[config.mk]
export PLATFORM = sky130hd
export DESIGN_NAME = fir_decimator
export DESIGN_NICKNAME = d
export VERILOG_FILES = /design/src/rtl/fir_decimator.sv
export SDC_FILE = /design/constraint.sdc
export NUM_CORES = 1
export LEC_CHECK = 0
export BUFFER_PORTS_ARGS = -buffer_cell sky130_fd_sc_hd__buf_2
export CAP_MARGIN = 20
export CORE_ASPECT_RATIO = 0.8
export CORE_MARGIN = 4
export CORE_UTILIZATION = 43
export DETAILED_ROUTE_END_ITERATION = 12
export PLACE_DENSITY = 0.64
export RECOVER_POWER = 100
export SLEW_MARGIN = 20
export SYNTH_ARGS = -nofsm -noshare
export SYNTH_HDL_FRONTEND = slang
export SYNTH_SLANG_ARGS = --single-unit
[constraint.sdc]
create_clock -name clk -period 2.6 [get_ports clk]
set_clock_uncertainty 0.15 [all_clocks]
set_input_delay 0 -clock clk [delete_from_list [all_inputs] [get_ports clk]]
set_output_delay 0 -clock clk [all_outputs]
set_load 0.01 [all_outputs]
[src/rtl/fir_decimator.sv]
// Integrate-and-dump decimator for the FIR output stream: sums blocks of 2^LOG2_DECIM samples,
// scales and saturates each sum, and queues results in a small FIFO behind a valid/ready port.
module fir_decimator #(
    parameter int BW_in      = 8,
    parameter int LOG2_DECIM = 2,
    parameter int SHIFT      = 1,
    parameter int BW_out     = 8,
    parameter int FIFO_DEPTH = 4
) (
    input  logic                     clk,
    input  logic                     reset,
    input  logic                     in_valid,
    input  logic signed [BW_in-1:0]  y_in,
    input  logic                     sync,
    output logic                     out_valid,
    input  logic                     out_ready,
    output logic signed [BW_out-1:0] out_data,
    output logic [3:0]               fifo_level,
    output logic                     saturated,
    output logic                     overrun
);

    localparam int BW_ACC = BW_in + LOG2_DECIM;
    localparam int SW     = ((BW_ACC > BW_out) ? BW_ACC : BW_out) + 1;
    localparam int PW     = $clog2(FIFO_DEPTH);

    localparam logic [LOG2_DECIM-1:0] CNT_LAST = '1;
    localparam logic [3:0]            LVL_FULL = 4'(FIFO_DEPTH);
    localparam logic signed [SW-1:0]  OUT_MAX  = {{(SW-BW_out+1){1'b0}}, {(BW_out-1){1'b1}}};
    localparam logic signed [SW-1:0]  OUT_MIN  = ~OUT_MAX;

    // Comparisons run one bit wider than both accumulator and output so the clip bounds always fit.
    function automatic logic signed [SW-1:0] widen(input logic signed [BW_ACC-1:0] v);
        return {{(SW-BW_ACC){v[BW_ACC-1]}}, v};
    endfunction

    function automatic logic clips(input logic signed [BW_ACC-1:0] v);
        return (widen(v) > OUT_MAX) || (widen(v) < OUT_MIN);
    endfunction

    function automatic logic signed [BW_out-1:0] saturate(input logic signed [BW_ACC-1:0] v);
        logic signed [SW-1:0] w;
        w = widen(v);
        if (w > OUT_MAX) return OUT_MAX[BW_out-1:0];
        if (w < OUT_MIN) return OUT_MIN[BW_out-1:0];
        return w[BW_out-1:0];
    endfunction

    logic signed [BW_ACC-1:0] r_acc;
    logic [LOG2_DECIM-1:0]    r_cnt;
    logic signed [BW_out-1:0] r_mem [FIFO_DEPTH];
    logic [PW-1:0]            r_wr_ptr;
    logic [PW-1:0]            r_rd_ptr;
    logic [3:0]               r_level;
    logic                     r_sat;
    logic                     r_ovr;

    logic signed [BW_ACC-1:0] w_y_ext;
    logic signed [BW_ACC-1:0] w_sum;
    logic signed [BW_ACC-1:0] w_scaled;
    logic signed [BW_out-1:0] w_result;
    logic                     w_dump;
    logic                     w_full;
    logic                     w_pop;
    logic                     w_push;

    assign w_y_ext  = {{LOG2_DECIM{y_in[BW_in-1]}}, y_in};
    assign w_sum    = r_acc + w_y_ext;
    assign w_scaled = w_sum >>> SHIFT;
    assign w_result = saturate(w_scaled);

    assign w_dump = in_valid && !sync && (r_cnt == CNT_LAST);
    assign w_full = (r_level == LVL_FULL);
    assign w_pop  = (r_level != 4'd0) && out_ready;
    // A full FIFO still accepts a push when the head leaves in the same cycle.
    assign w_push = w_dump && (!w_full || w_pop);

    always_ff @(posedge clk) begin
        if (reset) begin
            r_acc    <= '0;
            r_cnt    <= '0;
            r_wr_ptr <= '0;
            r_rd_ptr <= '0;
            r_level  <= '0;
            r_sat    <= 1'b0;
            r_ovr    <= 1'b0;
        end else begin
            if (sync) begin
                r_acc <= '0;
                r_cnt <= '0;
            end else if (in_valid) begin
                if (r_cnt == CNT_LAST) begin
                    r_acc <= '0;
                    r_cnt <= '0;
                    if (clips(w_scaled)) r_sat <= 1'b1;
                    if (!w_push) r_ovr <= 1'b1;
                end else begin
                    r_acc <= w_sum;
                    r_cnt <= r_cnt + 1'b1;
                end
            end

            if (w_push) r_wr_ptr <= r_wr_ptr + 1'b1;
            if (w_pop)  r_rd_ptr <= r_rd_ptr + 1'b1;

            case ({w_push, w_pop})
                2'b10:   r_level <= r_level + 4'd1;
                2'b01:   r_level <= r_level - 4'd1;
                default: r_level <= r_level;
            endcase
        end
    end

    // Storage carries data only; validity is tracked entirely by the pointers and level.
    always_ff @(posedge clk) begin
        if (w_push) r_mem[r_wr_ptr] <= w_result;
    end

    assign out_valid  = (r_level != 4'd0);
    assign out_data   = out_valid ? r_mem[r_rd_ptr] : '0;
    assign fifo_level = r_level;
    assign saturated  = r_sat;
    assign overrun    = r_ovr;

endmodule

=== Word level (Yosys, flattened, before mapping) ===
Memory sizes are Yosys's and may differ from the RTL's. A register that Yosys moved wholly into a read port is not among the register bits.
Index checks and enable logic that the tools add are counted.

* Mux-type cells: 15
* Add/sub/neg operators: 6
* Bitwise operators: 2
* Equal/unequal tests: 4
* $lt $le $gt $ge: 2
* Reduce and logical (&&, ||, !) cells: 13

{| class="wikitable"
|+ Operators by type and width
! kind !! count
|-
| $mux 8 || 5
|-
| $add 10x8->10 || 1
|-
| $mux 10 || 1
|-
| $gt 9x8->1 const B || 1
|-
| $lt 9x8->1 const B || 1
|-
| $pmux 4 s2 || 1
|-
| $reduce_and 4->1 || 2
|-
| $add 2x1->2 const B || 3
|-
| $mux 2 || 3
|-
| $mux 1 || 5
|-
| $add 4x1->4 const B || 1
|-
| $eq 2x2->1 const B || 2
|-
| $eq 4x3->1 const B || 1
|-
| $logic_and 1x1->1 || 4
|-
| $reduce_bool 4->1 || 1
|-
| $sub 4x1->4 const B || 1
|-
| $eq 2x1->1 const B || 1
|-
| $logic_not 1->1 || 2
|-
| $logic_or 1x1->1 || 2
|-
| $not 1->1 || 2
|-
| $reduce_bool 2->1 || 1
|-
| $reduce_or 2->1 || 1
|}

* Memories: 1
* Bits in registers: 22
* Output and inout bits: 15
* Memory bits (writable): 32
* Logic and storage cells: 50
* Input bits: 13

{| class="wikitable"
|+ Memory list
! name !! depth !! width !! read ports !! clocked after memory_dff !! write ports !! line !! RTL
|-
| r_mem || 4 || 8 || 1 || 1 || 1 || 51 || <nowiki>logic signed [BW_out-1:0] r_mem [FIFO_DEPTH];</nowiki>
|}

=== Longest topological paths before layout ===
Gate-level depths: netlist (run 1).

* Word-level depth: 6
* Depth in mapped cells: 10

=== Least setup slack after synthesis (run 1) ===
No wires, ideal clock.

* Path kind: register -> register
* From: register r_acc[1]
* To: memory r_mem[0][2] (data pin)
* Data required time: 2182 ps
* Setup slack: 201 ps
* Period minus slack after synthesis: 2399 ps
* Cell stages (with the launch flop): 8
* Arrival time: 1981 ps
* Library setup time: 268 ps
* Path through: dfxtp_1 > ha_1 > a21o_1 > a31o_1 > a41o_1 > a211o_1 > buf_2 > maj3_2

* Cells in the longest elaborated chain, start to end: 6
* Elaborated cells on any way between the ends: 9
* Classes of those cells: add/sub: 1; order compare: 2; mux: 6

{| class="wikitable"
|+ RTL lines
! what !! line !! RTL
|-
| from (decl) || 49 || <nowiki>logic signed [BW_ACC-1:0] r_acc;</nowiki>
|-
| from (signal assigned) || 98 || <nowiki>r_acc <= w_sum;</nowiki>
|-
| $add 10x8->10 (*) || 68 || <nowiki>assign w_sum = r_acc + w_y_ext;</nowiki>
|-
| $lt 9x8->1 || 45 || <nowiki>if (w < OUT_MIN) return OUT_MIN[BW_out-1:0];</nowiki>
|-
| $mux 1 (2 in a row) || 45 ||
|-
| $mux 8 || 46 || <nowiki>return w[BW_out-1:0];</nowiki>
|-
| $mux 8 (*) || 45 ||
|-
| via w_result[2] || 61 || <nowiki>logic signed [BW_out-1:0] w_result;</nowiki>
|-
| to (decl) || 51 ||
|}

Mark *: on every way through the listed nets, which the timed path passes. The rest lies on a longest branch. The select of a mux whose other input is x is not followed.

=== Final worst setup path (run 1) ===
* From: input y_in[0]
* To: register r_sat (netlist: saturated)

* Cells in the longest elaborated chain, start to end: 4
* Elaborated cells on any way between the ends: 5
* Classes of those cells: add/sub: 1; order compare: 2; reduce/logical: 2

{| class="wikitable"
|+ RTL lines
! what !! line !! RTL
|-
| from (decl) || 13 || <nowiki>input logic signed [BW_in-1:0] y_in,</nowiki>
|-
| $add 10x8->10 (*) || 68 ||
|-
| $gt 9x8->1 / $lt 9x8->1 (equally long branches) || 38 || <nowiki>return (widen(v) > OUT_MAX) || (widen(v) < OUT_MIN);</nowiki>
|-
| $logic_or 1x1->1 (*) || 38 ||
|-
| $reduce_and 4->1 (no line) (*) || - ||
|-
| to (signal assigned) || 85 || <nowiki>r_sat <= 1'b0;</nowiki>
|-
| to (signal assigned) || 95 || <nowiki>if (clips(w_scaled)) r_sat <= 1'b1;</nowiki>
|-
| to (decl) || 55 || <nowiki>logic r_sat;</nowiki>
|}

Every way passes the cells marked *; elsewhere a longest branch is shown, timed or not.
A chain may end at the register's enable or synchronous reset.

==> flow_summary.ini, run 1 <==
[synth]
yosysTopAreaCell = edfxtp_1
synth_most_common_cell = nor2_1
ys_ff_latch = 56
synthFlopType = edfxtp_1
postSynthCellCount = 233
ys_seq_area_share_pct = 52.5
synth_enable_flop_cells = 32
synth_common_cells = 35 x nor2_1, 32 x edfxtp_1, 24 x dfxtp_1
synth_area_um2 = 2740
postSynthAreaPerCell_um2 = 11.8
netlist_top_cells_area = edfxtp_1 35%, dfxtp_1 18%, ha_1 7.3%
syn-num-nets = 264
synth.top_cell.area_share_pct = 35.0
yosys_warnings = 0
async_flop_share_pct = 0
synth_cell_types = 40

[sta]
worst_pin_slew_ps = 786
slew_viol_final = 0
min_period_over_period_pct = 95.9
setup_viol = 0
hold_violations = 0
maxSlewHeadroom_pct = 47.6
fmax_mhz = 401
post-route-min-period_ps = 2490
fin_ws_ps = 105

[floorplan]
num_rows = 25
die_y_um = 79.5
initial_core_util_pct = 45.5
core_area_um2 = 6040
die_w_um = 97.3
ioPinCount = 28
dieArea_um2 = 7730

[place]
hpwl_um = 3820
gp_congestion = 0.854
io_buffers = 27
pre_cts_ws_ps = 25.5

[detailed_routing]
vias = 1845
routedWlPerCell_um = 14.6
firstDrtPassIters = 4
dr.first_iter.drc_count = 57
drc = 0
via_per_inst = 5.18
antenna_left = 0
drt_wl_total_um = 5200

[grt]
grt_antenna_before_repair = 0
grt_max_degree = 18
gr-total-overflow = 0
grt_pass1_wl_um = 8800
grt_usage_pct = 14.4
grt_pass1_vias = 1806

[power]
power_density_nw_per_um2 = 633
peakVddDrop_mv = 0.291
finalPower_mw = 2.00
p_leak_nw = 1.19

[critical_path]
cp.required_ps = 2700
cp_slowest_cell = dlygate4sd3_1
cp.arrival_ps = 2600
critPathMaxStageDelay_ps = 530
critical_path_class = input port to flop
cpLargestDelayFamily = buffers and inverters
startpoint_type = input port
cp_max_fo = 10
crit_path_end_kind = flop
cp.buffers_inverters = 2
crit_chain = dlygate4sd3_1 -> buf_2 -> ha_1 -> fa_1 -> a21oi_2 -> o22ai_1 -> mux2i_2 -> o211ai_4 -> or4_1 -> nand3_1

[cts]
ctsRootBufferMaster = clkbuf_8
clock_path_buffers = 2
clkTransAtPathRegs_ps = 100
htree_levels = 2
clk_latency_ps = 310
cts_tree = done
cts_made_buffers = 5
numClockSinks = 56

[min_path]
hold_path.class = input port to flop

[layout]
syn2layout_area_growth_pct = 14.9
finish.utilization_pct = 52.2
num_antenna_cells = 0
fill_cells = 545
final_layout_size_suffix_gt1_share_pct = 15.3
fin_nets = 305

[outcome]
outcome = complete, no violations

[run]
maxCapViolCount = 0
==> per-layer routing <==
metal  wire length (um)  track usage [%]  vias up
met2               2210             22.0       37
li1                   -                -      931
met1               2640             20.7      869
met5                  0                0        -
met3                273             3.14        8
met4                 67             4.56        0
==> layout make-up <==
type / count / area (um^2) / area share [%]
flip-flops and latches: 56 / 1440 / 45.8
multi-input cells: 161 / 1260 / 40.1
repair buffers: 41 / 223 / 7.07
well taps: 81 / 101 / 3.22
clock buffers: 6 / 72.6 / 2.30
inverters: 9 / 33.8 / 1.07
clock inverters: 2 / 16.3 / 0.516
==> through the flow <==
stage          hold slack [ps]  cells  setup TNS, ps  instance area (um^2)
6_report                   203    356              0                  3150
4_1_cts                    176    356              0                  3160
5_1_grt                    218    356          -2.95                  3150
3_5_place_dp               196    342              0                  3010
2_1_floorplan             1.52    233              0                  2740
3_3_place_gp               189    342              0                  3010
==> worst reg2reg max path, cell delays in order, from the launching register on <==
cell,delay [ps]
dfxtp_2,350
ha_1,260
a21o_1,190
a31o_1,250
a41o_1,290
a211o_4,400
maj3_2,350
==> layout by cell type (no fill, tap or decap), types with 2 or more instances in the layout <==
| master | count |
|---|---|
| dfxtp_1 | 23 |
| a41oi_1 | 2 |
| xor2_1 | 3 |
| a21o_1 | 3 |
| o21ai_0 | 4 |
| nor2_1 | 35 |
| nand3_1 | 6 |
| buf_2 | 13 |
| nand3b_1 | 3 |
| clkbuf_1 | 19 |
| inv_1 | 8 |
| maj3_2 | 4 |
| fa_1 | 2 |
| edfxtp_1 | 32 |
| buf_4 | 4 |
| and2_0 | 5 |
| mux4_2 | 8 |
| a2bb2oi_1 | 2 |
| nand2_1 | 8 |
| nor2b_1 | 3 |
| and2_1 | 7 |
| nand2b_1 | 2 |
| mux2i_1 | 2 |
| xnor2_1 | 10 |
| a21oi_1 | 11 |
| or4_1 | 2 |
| a22oi_1 | 6 |
| dlygate4sd3_1 | 6 |
| ha_1 | 16 |
| nor3_1 | 2 |
| clkbuf_8 | 5 |
| o21ai_1 | 2 |
==> state kept, by name (all words and copies together) (netlist names), named ones only <==
name / flops
r_mem: 32
r_acc: 10
fifo_level: 4
r_cnt: 2
r_rd_ptr: 2
r_wr_ptr: 2
overrun: 1
saturated: 1
==> timing repair <==
item	4_1_cts	5_1_grt
hold buffers	6	0
hold endpoints to repair	15	0
setup endpoints to repair	0	29
gates resized for setup	0	6
buffers inserted	0	0
==> power by group <==
part	switching, mW	internal, mW
Clock	0.276	0.192
Sequential	0.0356	0.989
Combinational	0.279	0.225
Total	0.590	1.41
==> logic make-up after synthesis <==
kind of cell	count (synthesis)	share of synthesized area (%)
AND/OR/NAND/NOR	76	13.4
flip-flops	56	52.5
AO/OA/AOI/OAI	39	9.67
adder cells (fa/ha/maj)	22	10.4
buffers and inverters	16	2.23
XOR/XNOR	13	4.15
multiplexers	11	7.66
==> final timing paths <==
check                start          end  slack (ps)  cells after the start
setup / recovery   y_in[0]    saturated         110                     10
hold / removal     y_in[1]     r_acc[1]         200                      6
hold reg to reg    overrun      overrun         360                      2
setup reg to reg  r_acc[1]  r_mem[1][4]         110                      6
No activity file was read; power rests on OpenSTA's default activity.
==> run 2: changes to the inputs <==
--- a/config.mk
+++ b/config.mk
@@ -5,13 +5,13 @@
 export SDC_FILE = /design/constraint.sdc
 export NUM_CORES = 1
 export LEC_CHECK = 0
-export BUFFER_PORTS_ARGS = -buffer_cell sky130_fd_sc_hd__buf_2
 export CAP_MARGIN = 20
 export CORE_ASPECT_RATIO = 0.8
 export CORE_MARGIN = 4
 export CORE_UTILIZATION = 43
 export DETAILED_ROUTE_END_ITERATION = 12
-export PLACE_DENSITY = 0.64
+export DONT_BUFFER_PORTS = 1
+export PLACE_DENSITY = 0.61
 export RECOVER_POWER = 100
 export SLEW_MARGIN = 20
 export SYNTH_ARGS = -nofsm -noshare
==> run 2 against run 1 <==
Flip-flop and latch count stayed put. Core utilization fell by 1.5 points. Cell area is 2.8% lower. Global-route usage increased by 0.068 points. Sequential power about the same. Register-to-register slack lost 40 ps. First-iteration DRC count is 8.8% higher. Non-clock buffer count down 24. Routed wire length is 2.9% higher. Sequential share of layout area up 1.3 points. Setup slack worse by 35 ps. Critical path type is now flop to flop. Largest cell class unchanged. Highest routed layer unchanged.
==> flow_summary.ini, run 2 (synthesized netlist as in run 1, its figures left out) <==
[grt]
grt_max_degree = 20
grt_usage_pct = 14.5
grtUsageMet1_pct = 19.8
top_usage_layer = met2
met2_usage_pct = 23.2
grt_antenna_before_repair = 0
grt_use_met3_pct = 3.67
gr-total-overflow = 0
grt_pass1_wl_um = 8900
grt_pass1_vias = 1827

[layout]
final_common_cell = nor2_1
final_layout_size_suffix_gt1_share_pct = 12.7
fill_cells = 545
num_antenna_cells = 0
largest_reg_flops = 32
fin_area_um2 = 3060
fin_nets = 281
final_cell_mix = 34 x nor2_1, 32 x edfxtp_1, 24 x dfxtp_1
syn2layout_area_growth_pct = 11.6
regMostFlops = r_mem

[power]
power_density_nw_per_um2 = 646
p_leak_nw = 1.11
peakVddDrop_mv = 0.263

[min_path]
hold_path.class = input port to flop
min_from = out_ready

[sta]
rsz0062_at_grt = no
hold_violations = 0
worst_pin_slew_ps = 761
maxSlewHeadroom_pct = 49.3
slew_viol_final = 0
post-route-min-period_ps = 2530
setup_viol = 0
fmax_mhz = 395
min_period_over_period_pct = 97.3
tns_ps = 0

[cts]
clk_latency_ps = 310
clock_path_buffers = 2
cts_tree = done
clkTransAtPathRegs_ps = 100
cts_made_buffers = 5
ctsRootBufferMaster = clkbuf_8
htree_levels = 2
numClockSinks = 56

[place]
hpwl_um = 3870
io_buffers = 0
gp_congestion = 0.886
placed_area_um2 = 2900

[outcome]
outcome = complete, no violations

[floorplan]
ioPinCount = 28
die_w_um = 97.3
core_area_um2 = 6040
num_rows = 25
dieArea_um2 = 7730
initial_core_util_pct = 45.5
die_y_um = 79.5

[detailed_routing]
vias = 1789
drc = 0
routedWlPerCell_um = 16.1
drt_wl_total_um = 5350
via_per_inst = 5.39
firstDrtPassIters = 4
antenna_left = 0
dr.first_iter.drc_count = 62

[critical_path]
regToRegStartpoint = r_acc[1]
timing.reg2reg.setup_slack_ps = 70
r2r-end = r_mem[3][4]
crit_chain = ha_1 -> a21o_1 -> a31o_1 -> a41o_1 -> a211o_4 -> maj3_2
cp_max_fo = 11
critPathMaxStageDelay_ps = 400
startpoint_type = flop
critical_path_class = flop to flop
cp.required_ps = 2500
cp.arrival_ps = 2430
cp_slowest_cell = a211o_4
crit_path_end_kind = flop
ff2ff_path_depth = 6
crit_start = r_acc[1]
crit_end = r_mem[3][4]

[run]
maxCapViolCount = 0
## run 2: changes by cell type in the layout (fill, tap and decap cells not counted), moves of 3 or more
cell / change
and2_0: +3
and2_1: -3
buf_2: -13
clkbuf_1: -12
## run 2: power breakdown
part	leakage (nW)	internal, mW	switching (mW)	total (mW)
logic	0.589	0.191	0.270	0.461
clock network	0.0463	0.198	0.293	0.491
registers	0.480	0.989	0.0381	1.03
## run 2: repair_timing
item	4_1_cts	5_1_grt
hold buffers	6	0
setup buffers	0	0
hold endpoints to repair	24	0
endpoints found under the setup margin	0	30
gates resized for setup	0	8
## run 2: worst min-delay path by stage
stage                    end  slack, ps  depth (start not counted)
3_5_place_dp     r_wr_ptr[0]        -70                          1
6_report       fifo_level[3]          7                          5
2_1_floorplan       r_cnt[1]          2                          2
5_1_grt        fifo_level[3]         90                          5
4_1_cts            saturated          4                          5
3_3_place_gp   fifo_level[0]        -70                          1
## run 2: cell type report
class                      count  area (um^2)  area share, %
sequential                    56         1440           47.1
multi-input combinational    161         1270           41.6
timing repair buffer          17          116           3.80
tap                           81          101           3.31
clock buffer                   5         68.8           2.25
inverter                       9         33.8           1.10
clock inverter                 3         27.5          0.899
## run 2: metal layers
layer  routed length [um]  vias up
met5                    0        -
met1                 2660      865
met3                  287        7
met2                 2350       41
met4                   58        0
li1                     -      876
## run 2: stage by stage
stage | power (mW) | hold slack, ps | std cells | util [%] | worst slack [ps]
after floorplan | 1.39 | 1.52 | 233 | - | 201
after global placement | 1.50 | -73.6 | 318 | 48.0 | 95.3
after detailed placement | 1.50 | -73.7 | 318 | 48.0 | 51.0
after CTS | 2.01 | 4.20 | 332 | 50.6 | 21.4
after global routing | 2.10 | 90.0 | 332 | 50.7 | 4.91
final | 1.98 | 7.25 | 332 | 50.7 | 70.4
## run 2: worst max-delay path, delay by kind of cell, from the launching register on
family / cells / cell delay (ps)
compound gates: 4 / 1120
fa+ha+maj: 2 / 600
flops: 1 / 390
